===== src/rtl/code_output_packer.sv =====
// ============================================================================
// Module   : code_output_packer
// Brief    : Packs variable-length codewords MSB-first into OUT_W-bit words;
//            flush drains the buffer and zero-pads the final word.
//            Optional output_last port enabled by `OUTPUT_PACKER_LAST_EN.
// Revision : 1.0 - initial release
// ============================================================================
`default_nettype none

module code_output_packer #(
    parameter int CODE_WIDTH       = 39,
    parameter int BIT_AMT_WIDTH    = 6,
    parameter int OUTPUT_WIDTH_LOG = 5
) (
    input  logic                               clk,
    input  logic                               rst,
    input  logic                               flush,
    output logic                               flushed,
    input  logic [CODE_WIDTH-1:0]              input_code_data,
    input  logic [BIT_AMT_WIDTH-1:0]           input_length_data,
    input  logic                               input_valid,
    output logic                               input_ready,
    output logic [(2**OUTPUT_WIDTH_LOG)-1:0]   output_data,
    output logic                               output_valid,
    input  logic                               output_ready
`ifdef OUTPUT_PACKER_LAST_EN
    ,
    output logic                               output_last
`endif
);

    localparam int c_OUT_W = 2**OUTPUT_WIDTH_LOG;
    localparam int c_BUF_W = c_OUT_W + CODE_WIDTH;
    localparam int c_CNT_W = $clog2(c_BUF_W + 1);
    localparam logic [c_CNT_W-1:0] c_OUT_CNT  = c_CNT_W'(c_OUT_W);
    localparam logic [c_CNT_W-1:0] c_BUF_CNT  = c_CNT_W'(c_BUF_W);
    localparam logic [c_CNT_W-1:0] c_CODE_CNT = c_CNT_W'(CODE_WIDTH);

    typedef enum logic [1:0] {
        S_IDLE  = 2'd0,
        S_FLUSH = 2'd1,
        S_DONE  = 2'd2
    } state_t;

    state_t               r_state;
    state_t               w_state_nxt;
    logic [c_BUF_W-1:0]   r_buf;
    logic [c_BUF_W-1:0]   w_buf_nxt;
    logic [c_CNT_W-1:0]   r_cnt;
    logic [c_CNT_W-1:0]   w_cnt_nxt;
    logic [c_CNT_W-1:0]   w_len;
    logic [c_CNT_W-1:0]   w_shamt;
    logic [c_BUF_W-1:0]   w_mask;
    logic [c_BUF_W-1:0]   w_ins;
    logic                 w_in_hs;
    logic                 w_out_hs;

    // Over-long length fields saturate at the codeword width.
    assign w_len = (32'(input_length_data) > 32'(CODE_WIDTH)) ? c_CODE_CNT
                                                              : c_CNT_W'(input_length_data);
    // Place the code so its top bit lands just below the cnt occupied bits.
    assign w_shamt = c_BUF_CNT - r_cnt - w_len;
    assign w_mask  = ~({c_BUF_W{1'b1}} << w_len);
    assign w_ins   = (c_BUF_W'(input_code_data) & w_mask) << w_shamt;

    assign input_ready  = (r_state == S_IDLE) && (r_cnt < c_OUT_CNT);
    assign output_valid = (r_cnt >= c_OUT_CNT) || ((r_state == S_FLUSH) && (r_cnt != '0));
    assign output_data  = r_buf[c_BUF_W-1 -: c_OUT_W];
    assign flushed      = (r_state == S_DONE);
    assign w_in_hs      = input_valid && input_ready;
    assign w_out_hs     = output_valid && output_ready;

`ifdef OUTPUT_PACKER_LAST_EN
    assign output_last = output_valid && (r_state == S_FLUSH) && (r_cnt <= c_OUT_CNT);
`endif

    always_comb begin
        w_buf_nxt   = r_buf;
        w_cnt_nxt   = r_cnt;
        w_state_nxt = r_state;

        if (w_in_hs) begin
            w_buf_nxt = r_buf | w_ins;
            w_cnt_nxt = r_cnt + w_len;
        end else if (w_out_hs) begin
            w_buf_nxt = r_buf << c_OUT_W;
            w_cnt_nxt = (r_cnt >= c_OUT_CNT) ? (r_cnt - c_OUT_CNT) : '0;
        end

        case (r_state)
            S_IDLE: begin
                if (flush) begin
                    w_state_nxt = S_FLUSH;
                end
            end
            // Leave as soon as the last word is taken so flushed follows it directly.
            S_FLUSH: begin
                if (w_cnt_nxt == '0) begin
                    w_state_nxt = S_DONE;
                end
            end
            S_DONE: begin
                w_state_nxt = S_IDLE;
                w_buf_nxt   = '0;
                w_cnt_nxt   = '0;
            end
            default: begin
                w_state_nxt = S_IDLE;
            end
        endcase
    end

    always_ff @(posedge clk or negedge rst) begin
        if (!rst) begin
            r_state <= S_IDLE;
            r_buf   <= '0;
            r_cnt   <= '0;
        end else begin
            r_state <= w_state_nxt;
            r_buf   <= w_buf_nxt;
            r_cnt   <= w_cnt_nxt;
        end
    end

endmodule

`default_nettype wire


===== config.mk =====
export PLATFORM = sky130hd
export DESIGN_NAME = code_output_packer
export DESIGN_NICKNAME = d
export VERILOG_FILES = /design/src/rtl/code_output_packer.sv
export SDC_FILE = /design/constraint.sdc
export NUM_CORES = 1
export LEC_CHECK = 0
export ABC_AREA = 1
export CORE_ASPECT_RATIO = 1.75
export CORE_MARGIN = 2
export CORE_UTILIZATION = 39
export DETAILED_ROUTE_END_ITERATION = 8
export DONT_BUFFER_PORTS = 1
export HOLD_SLACK_MARGIN = 0.02
export MAX_ROUTING_LAYER = met4
export PLACE_DENSITY = 0.56
export SYNTH_ARGS = -nofsm -noshare
export SYNTH_HDL_FRONTEND = slang
export SYNTH_SLANG_ARGS = --single-unit

===== constraint.sdc =====
create_clock -name clk -period 4.15 [get_ports clk]
set_input_delay 0.415 -clock clk [delete_from_list [all_inputs] [get_ports clk]]
set_output_delay 0.415 -clock clk [all_outputs]
set_load 0.005 [all_outputs]

==> results of run 1 <==
sequential cells by signal, indices dropped and copies added (netlist names):
name	flops
r_buf	71
r_cnt	7
r_state	2
through the flow:
step	cell area, sq um	instances	setup WS, ns
final	8380	1474	0.706
after floorplan	8110	1294	0.885
after CTS	8380	1474	0.720
after detailed placement	8050	1456	0.419
after global placement	8050	1456	0.420
after global routing	8380	1474	0.437
cells by family (layout without fill, tap and decap cells):
| logic type | count (synthesis) | count (layout) | synth area share |
|---|---|---|---|
| buffers and inverters | 228 | 160 | 0.132 |
| xor gates and xnor gates | 7 | 7 | 0.0140 |
| DFF | 80 | 80 | 0.247 |
| and+or+nand+nor | 770 | 770 | 0.439 |
| AOI/OAI and AO/OA | 193 | 193 | 0.141 |
| adders and majority gates | 16 | 16 | 0.0275 |
final cells by class:
cell class              count  area share
repair buffers             25      0.0310
multi-input cells         986       0.604
well taps                 248      0.0370
clock buffers              11      0.0290
inverters                 119      0.0539
flip-flops and latches     80       0.239
clock inverters             5     0.00672
timing repair:
item                                    CTS  global route
endpoints found under the hold margin    80             0
hold buffers                              2             0
endpoints found under the setup margin    0             0
path summary, 6_finish.rpt:
path	slack [ns]	start	cells after the start	to
hold reg to reg	0.48	r_buf[23]	1	r_buf[23]
setup reg to reg	0.71	r_cnt[1]	14	r_buf[48]
min in group asynchronous	0.59	rst	2	r_buf[10]
setup / recovery	0.71	r_cnt[1]	14	r_buf[48]
hold / removal	0.18	flush	2	r_state[0]
max in group asynchronous	3.17	rst	2	r_buf[5]
layer usage:
layer / share of wire / track usage / vias to the layer above
met1: 0.40 / 0.345 / 4075
met5: 0 / - / -
met4: 0.055 / 0.153 / 0
li1: - / - / 4212
met3: 0.037 / 0.0371 / 71
met2: 0.51 / 0.504 / 264
cell usage in the layout (no fill, tap or decap), types with 7 or more instances in the layout:
cell         n
nand3_1    380
nand2_1    256
inv_1      105
a21oi_1     96
nor2_1      88
dfrtp_1     80
o21ai_0     31
nand4_1     23
buf_4       19
ha_1        13
a21o_1      12
inv_2       10
o211ai_1     9
clkbuf_16    9
o21ai_1      8
nor2_2       7
o22ai_1      7
worst max-delay path: stages (launching register included):
cell,delay [ns]
dfrtp_1,0.44
ha_1,0.33
ha_1,0.24
fa_1,0.54
a21oi_1,0.23
o21bai_2,0.12
xnor2_4,0.15
buf_4,0.21
nor2_4,0.36
inv_2,0.22
nand3_1,0.16
nand2_1,0.09
nand2_1,0.06
nand2_1,0.04
a21oi_1,0.15
==> metrics.txt, run 1 <==
Worst Setup End Kind flop; Longest Clk Path Bufs 2; synth top area cells dfrtp_1 25%, nand3_1 23%, nand2_1 12%; Vias/cell 5.85; Mapped Cells 1294; total area of sequential cells 2000 sq um; Fin. Hold Viols 0; core area 20400 sq um; cts bufs inserted 9; Final period util 0.830; Post-synth EDFFs 0; global-route wire length before repair 48.7 mm; failing checks design-rule violations; 1st-pass router iterations 8; status finished, violations left; Synth Warn # 0; Clock Skew 0.0106 ns; # rows 69; crit-path max FO 16; CTS root buffer clkbuf_16; port bufs 0; vias 8622; Mapped Avg Cell Area 6.27 sq um; Slew @ Worst Pin 0.985 ns; FMAX 0.290 GHz; post-synthesis sequential area ratio 0.247; MaxCap Viol Count 0; max-slew headroom at the worst pin 0.343; Synth Cell Area 8110 sq um; Hold Slack 0.184 ns; setup TNS 0 ns; number of global-route vias before repair 8406; fraction of registers with async set/reset 1.00; core occupancy in the finished layout 0.411; gp weighted congestion 0.972; Syn Nets 1360; fin crit period 3.44 ns; Initial Util 0.398; Worst Path Class, Setup flop to flop; Layout fillers 2256; DR WL/cell 21.5 um; Setup crit start kind flop; gr usage total 0.299; area grow syn2layout 3.32%; Synth top area share 0.247; RSZ-0062 raised after global routing no; Crit path required time 4.42 ns; Multi-input gate area 5060 sq um; share of cells above drive strength 1 0.0677; synthesized flop and latch total 80; worst path arrival time 3.72 ns; grt total ovfl 0; DR iter-0 viols 749; DRT antenna net count 0; layout net count 1287; Chip Width 113 um; final wirelength 31.7 mm; unique cell type count in the Yosys netlist 56; Most used DFF post-synth dfrtp_1; Top Ports 85; Setup Viol. Count Final 0; clock transition at the registers of the reported paths 0.06 ns; Post-DP HPWL 25.4 mm; largest net degree at the start of global routing 81; Clock Latency Late Sink 0.36 ns; CTS tree yes; CTS sink cnt 80; die height 195 um; Resized Gates After CTS 0; # H-tree levels 3; antenna violations before repair 0; most frequent cells after synthesis 380 x nand3_1, 256 x nand2_1, 105 x inv_1; die footprint 22000 sq um; largest area contributor in the netlist dfrtp_1; count leader, synth nand3_1; Pins Over Slew Limit 0; # Post-CTS Setup Buffers 0; Worst Hold Class input pin to flop; DRC errors left 5; n_diodes 0
Power of run 1 is not shown: default switching activity piles up to over one toggle a cycle in this logic, so the estimate is an artifact.
==> run 2, diff against run 1 <==
clock period = 3.6 ns   (was 4.15 ns; I/O delays follow)
==> run 2 against run 1 <==
Against the previous run:
- the run still ends with design-rule violations left
- first-iteration DRC count is 2.7% higher
- hold slack worse by 0.047 ns
- sequential share of layout area is 0.44 points lower
- cell area is 1.9% higher
- final cell count is 0.61% higher
- critical path depth is 1 lower
- non-clock buffer count is 9 higher
- register-to-register slack worse by 0.53 ns
- sequential cell count stayed put
- die area stayed put
- global-route usage is 0.47 points higher
==> metrics.txt, run 2 (synthesized netlist as in run 1, its figures left out) <==
status finished, violations left; failing checks design-rule violations; Clock Skew 0.00917 ns; fin crit period 3.43 ns; DRT antenna net count 0; total area of sequential cells 2000 sq um; grt total ovfl 0; Worst Setup End Kind flop; Setup Viol. Count Final 0; share of cells above drive strength 1 0.0769; die footprint 22000 sq um; final wirelength 32.0 mm; DRC errors left 5; Longest Clk Path Bufs 2; flop2flop setup slack 0.17 ns; # rows 69; CTS sink cnt 80; Slew @ Worst Pin 1.03 ns; DR iter-0 viols 769; gp weighted congestion 1.02; number of global-route vias before repair 8532; MaxCap Viol Count 0; Worst Path Class, Setup flop to flop; clock transition at the registers of the reported paths 0.06 ns; crit-path max FO 16; Finished Cell Area 8540 sq um; RSZ-0062 raised after global routing no; setup TNS 0 ns; Worst Setup SP r_cnt[1]; Layout fillers 2236; Final period util 0.952; die height 195 um; antenna violations before repair 0; worst reg2reg endpoint r_buf[18]; most frequent cells in the layout 380 x nand3_1, 256 x nand2_1, 105 x inv_1, 94 x a21oi_1, 88 x nor2_1; worst path arrival time 3.71 ns; commonest non-fill, non-tap cell in the layout nand3_1; Chip Width 113 um; Pins Over Slew Limit 0; Crit path required time 3.89 ns; cts bufs inserted 9; DP Area 8140 sq um; # H-tree levels 3; Clock Latency Late Sink 0.35 ns; Vias/cell 5.89; largest net degree at the start of global routing 81; core area 20400 sq um; # Post-CTS Setup Buffers 0; max-slew headroom at the worst pin 0.313; Fin. Hold Viols 0; area grow syn2layout 5.24%; worst r2r path cells 13; Setup crit start kind flop; FF-to-FF Start r_cnt[1]; Multi-input gate area 5070 sq um; CTS root buffer clkbuf_16; Most flops, register r_buf; n_diodes 0; Post-DP HPWL 25.7 mm; global-route wire length before repair 50.1 mm; 1st-pass router iterations 7; end of the critical path r_buf[18]; layout net count 1296; port bufs 0; gr usage total 0.303; DR WL/cell 21.6 um; Top Ports 85; Top Registers r_buf x71, r_cnt x7, r_state x2; vias 8731; Worst Hold Class input pin to flop; max reg flops 71; FMAX 0.292 GHz; CTS tree yes; Initial Util 0.398
==> run 2: metal layers <==
metal / track usage / vias up / share of wire
li1: - / 4244 / -
met1: 0.351 / 4109 / 0.40
met2: 0.515 / 306 / 0.50
met3: 0.0284 / 72 / 0.039
met4: 0.161 / 0 / 0.060
met5: - / - / 0
==> run 2: worst min-delay path by stage <==
stage,from,endpoint,slack [ns],cells past startpoint
floorplan,rst,r_buf[0],0.06,0
global placement,rst,r_buf[42],0.07,0
detailed placement,rst,r_buf[42],0.07,0
CTS,flush,r_state[0],0.12,2
global route,flush,r_state[0],0.13,2
finish,flush,r_state[0],0.14,2
==> run 2: what timing repair did <==
item                                    CTS  global route
resized for setup                         0             2
endpoints found under the setup margin    0             2
hold buffers                              2             0
hold endpoints to repair                 80             0
==> run 2: final cells by class <==
class                   instances  share of cell area
clock buffers                  11              0.0296
clock inverters                 5              0.0120
inverters                     119              0.0529
multi-input cells             986               0.593
flip-flops and latches         80               0.234
well taps                     248              0.0363
repair buffers                 34              0.0413
==> run 2: through the flow <==
step | hold WS, ns | setup slack (ns) | cells | utilization
4_1_cts | 0.124 | 0.161 | 1483 | 0.419
3_3_place_gp | 0.0706 | -0.0483 | 1465 | 0.399
5_1_grt | 0.135 | 0.00463 | 1483 | 0.419
2_1_floorplan | 0.0644 | 0.390 | 1294 | -
3_5_place_dp | 0.0700 | -0.0524 | 1465 | 0.399
6_report | 0.137 | 0.174 | 1483 | 0.419
==> run 2: critical path, stage by stage, from the launching register on <==
cell and delay (ns):
dfrtp_1 0.44, ha_1 0.34, ha_1 0.23, fa_1 0.55, a21oi_1 0.22, o21bai_2 0.12, xnor2_4 0.24, inv_2 0.08
nor2_4 0.16, inv_2 0.21, nor2_8 0.21, inv_2 0.18, a21oi_1 0.26, a21o_1 0.11
Power of run 2 is left out for the same reason.
==> run 3, diff against run 2 <==
CELL_PAD_IN_SITES_DETAIL_PLACEMENT = 2   (was default)
CELL_PAD_IN_SITES_GLOBAL_PLACEMENT = 2   (was default)
CORE_UTILIZATION = 35   (was 39)
PLACE_DENSITY = default   (was 0.56)
PLACE_DENSITY_LB_ADDON = 0.12   (was default)
==> run 3 against run 2 <==
Against the previous run:
- the flow now finishes without violations
- utilization shrank 3.9 points
- global-route usage is 3.1 points higher
- sequential share of layout area down 0.31 points
- critical path depth up 2
- sequential cell count stayed put
- critical endpoint is now r_buf[65]
==> metrics.txt, run 3 (synthesized netlist as in run 1, its figures left out) <==
status finished, final reports clean; cts bufs inserted 9; Worst Hold Class input pin to flop; fin cells 1551; global-route wire length before repair 60.0 mm; Longest Clk Path Bufs 2; share of cells above drive strength 1 0.0863; gr usage total 0.334; max-slew headroom at the worst pin 0.242; # rows 73; DP Area 8340 sq um; depth of the worst hold-timing path 2; port bufs 0; Top Ports 85; Post-DP HPWL 31.5 mm; Worst Hold Launch flush; die footprint 24500 sq um; gp weighted congestion 0.983; Finished Cell Area 8650 sq um; FMAX 0.300 GHz; 1st-pass router iterations 5; Most flops, register r_buf; Pins Over Slew Limit 0; Layout fillers 2871; Final period util 0.926; core area 22700 sq um; Chip Width 119 um; Fin. Hold Viols 0; Worst Path Class, Setup flop to flop; Crit path required time 3.89 ns; Clock Skew 0.00823 ns; fin crit period 3.33 ns; Slew @ Worst Pin 1.14 ns; largest net degree at the start of global routing 81; DRC errors left 0; Initial Util 0.357; RSZ-0062 raised after global routing no; die height 205 um; commonest non-fill, non-tap cell in the layout nand3_1; worst path arrival time 3.62 ns; DR iter-0 viols 419; DRT antenna net count 0; CTS sink cnt 80; final worst setup slack 0.268 ns; layout net count 1312; worst r2r path cells 15; CTS root buffer clkbuf_16; # H-tree levels 3; grt total ovfl 0; Clock Latency Late Sink 0.36 ns; Top Registers r_buf x71, r_cnt x7, r_state x2; antenna violations before repair 0; Vias/cell 5.82; final wirelength 38.3 mm; MaxCap Viol Count 0; area grow syn2layout 6.65%; number of global-route vias before repair 9740; DR WL/cell 24.7 um; placed cell count 1533; Setup crit start kind flop; CTS tree yes; setup TNS 0 ns; n_diodes 0; FF-to-FF Start r_cnt[1]; # Post-CTS Setup Buffers 0; dpl ws 0.0812 ns; Worst Setup SP r_cnt[1]; vias 9024; most frequent cells in the layout 380 x nand3_1, 256 x nand2_1, 105 x inv_1, 96 x a21oi_1, 87 x nor2_1; Setup Viol. Count Final 0; clock transition at the registers of the reported paths 0.06 ns; Worst Setup End Kind flop; max reg flops 71; crit-path max FO 43
run 3: cell types whose count changed in the layout (fill, tap and decap cells not counted), sizes merged:
cell    change
buf        +16
bufinv      -3
clkbuf      +1
clkinv      +2
run 3: through the flow:
stage,hold slack (ns),util
3_5_place_dp,0.0663,0.367
3_3_place_gp,0.0661,0.367
2_1_floorplan,0.0644,-
4_1_cts,0.112,0.380
5_1_grt,0.146,0.380
6_report,0.132,0.380
run 3: layer usage:
| metal | track usage | up-vias | routed length [um] |
|---|---|---|---|
| li1 | - | 4265 | - |
| met1 | 0.369 | 4524 | 15000 |
| met2 | 0.584 | 164 | 20000 |
| met3 | 0.0399 | 71 | 1030 |
| met4 | 0.180 | 0 | 2330 |
| met5 | - | - | 0 |
run 3: final cells by class:
type / count / area, sq um / area share
clock inverters: 4 / 30.0 / 0.00347
clock buffers: 12 / 246 / 0.0285
repair buffers: 50 / 485 / 0.0561
flip-flops and latches: 80 / 2000 / 0.231
inverters: 119 / 452 / 0.0522
well taps: 300 / 375 / 0.0434
multi-input cells: 986 / 5060 / 0.585
run 3: worst paths after layout:
kind / end / slack, ns
setup / recovery: r_buf[65] / 0.27
hold / removal: r_state[0] / 0.13
setup reg to reg: r_buf[65] / 0.27
hold reg to reg: r_buf[25] / 0.49
max in group asynchronous: r_cnt[5] / 2.64
min in group asynchronous: r_buf[47] / 0.54
run 3: what timing repair did:
action | 4_1_cts | 5_1_grt
endpoints found under the hold margin | 80 | 0
setup endpoints to repair | 0 | 1
resized for setup | 0 | 1
hold buffers | 2 | 0
run 3: worst max-delay path, cell delays in order, from the launching register on:
cell and delay [ns]:
dfrtp_1 0.44, ha_1 0.34, ha_1 0.24, fa_1 0.55, clkinv_1 0.11, buf_12 0.21, nand3_1 0.17, nor2_1 0.36
nand2_1 0.14, nor2_1 0.18, nor2_1 0.06, nor2_1 0.09, nand2_1 0.10, nand2_1 0.07, nand2_1 0.04, a21oi_1 0.13
Power of run 3 is left out for the same reason.
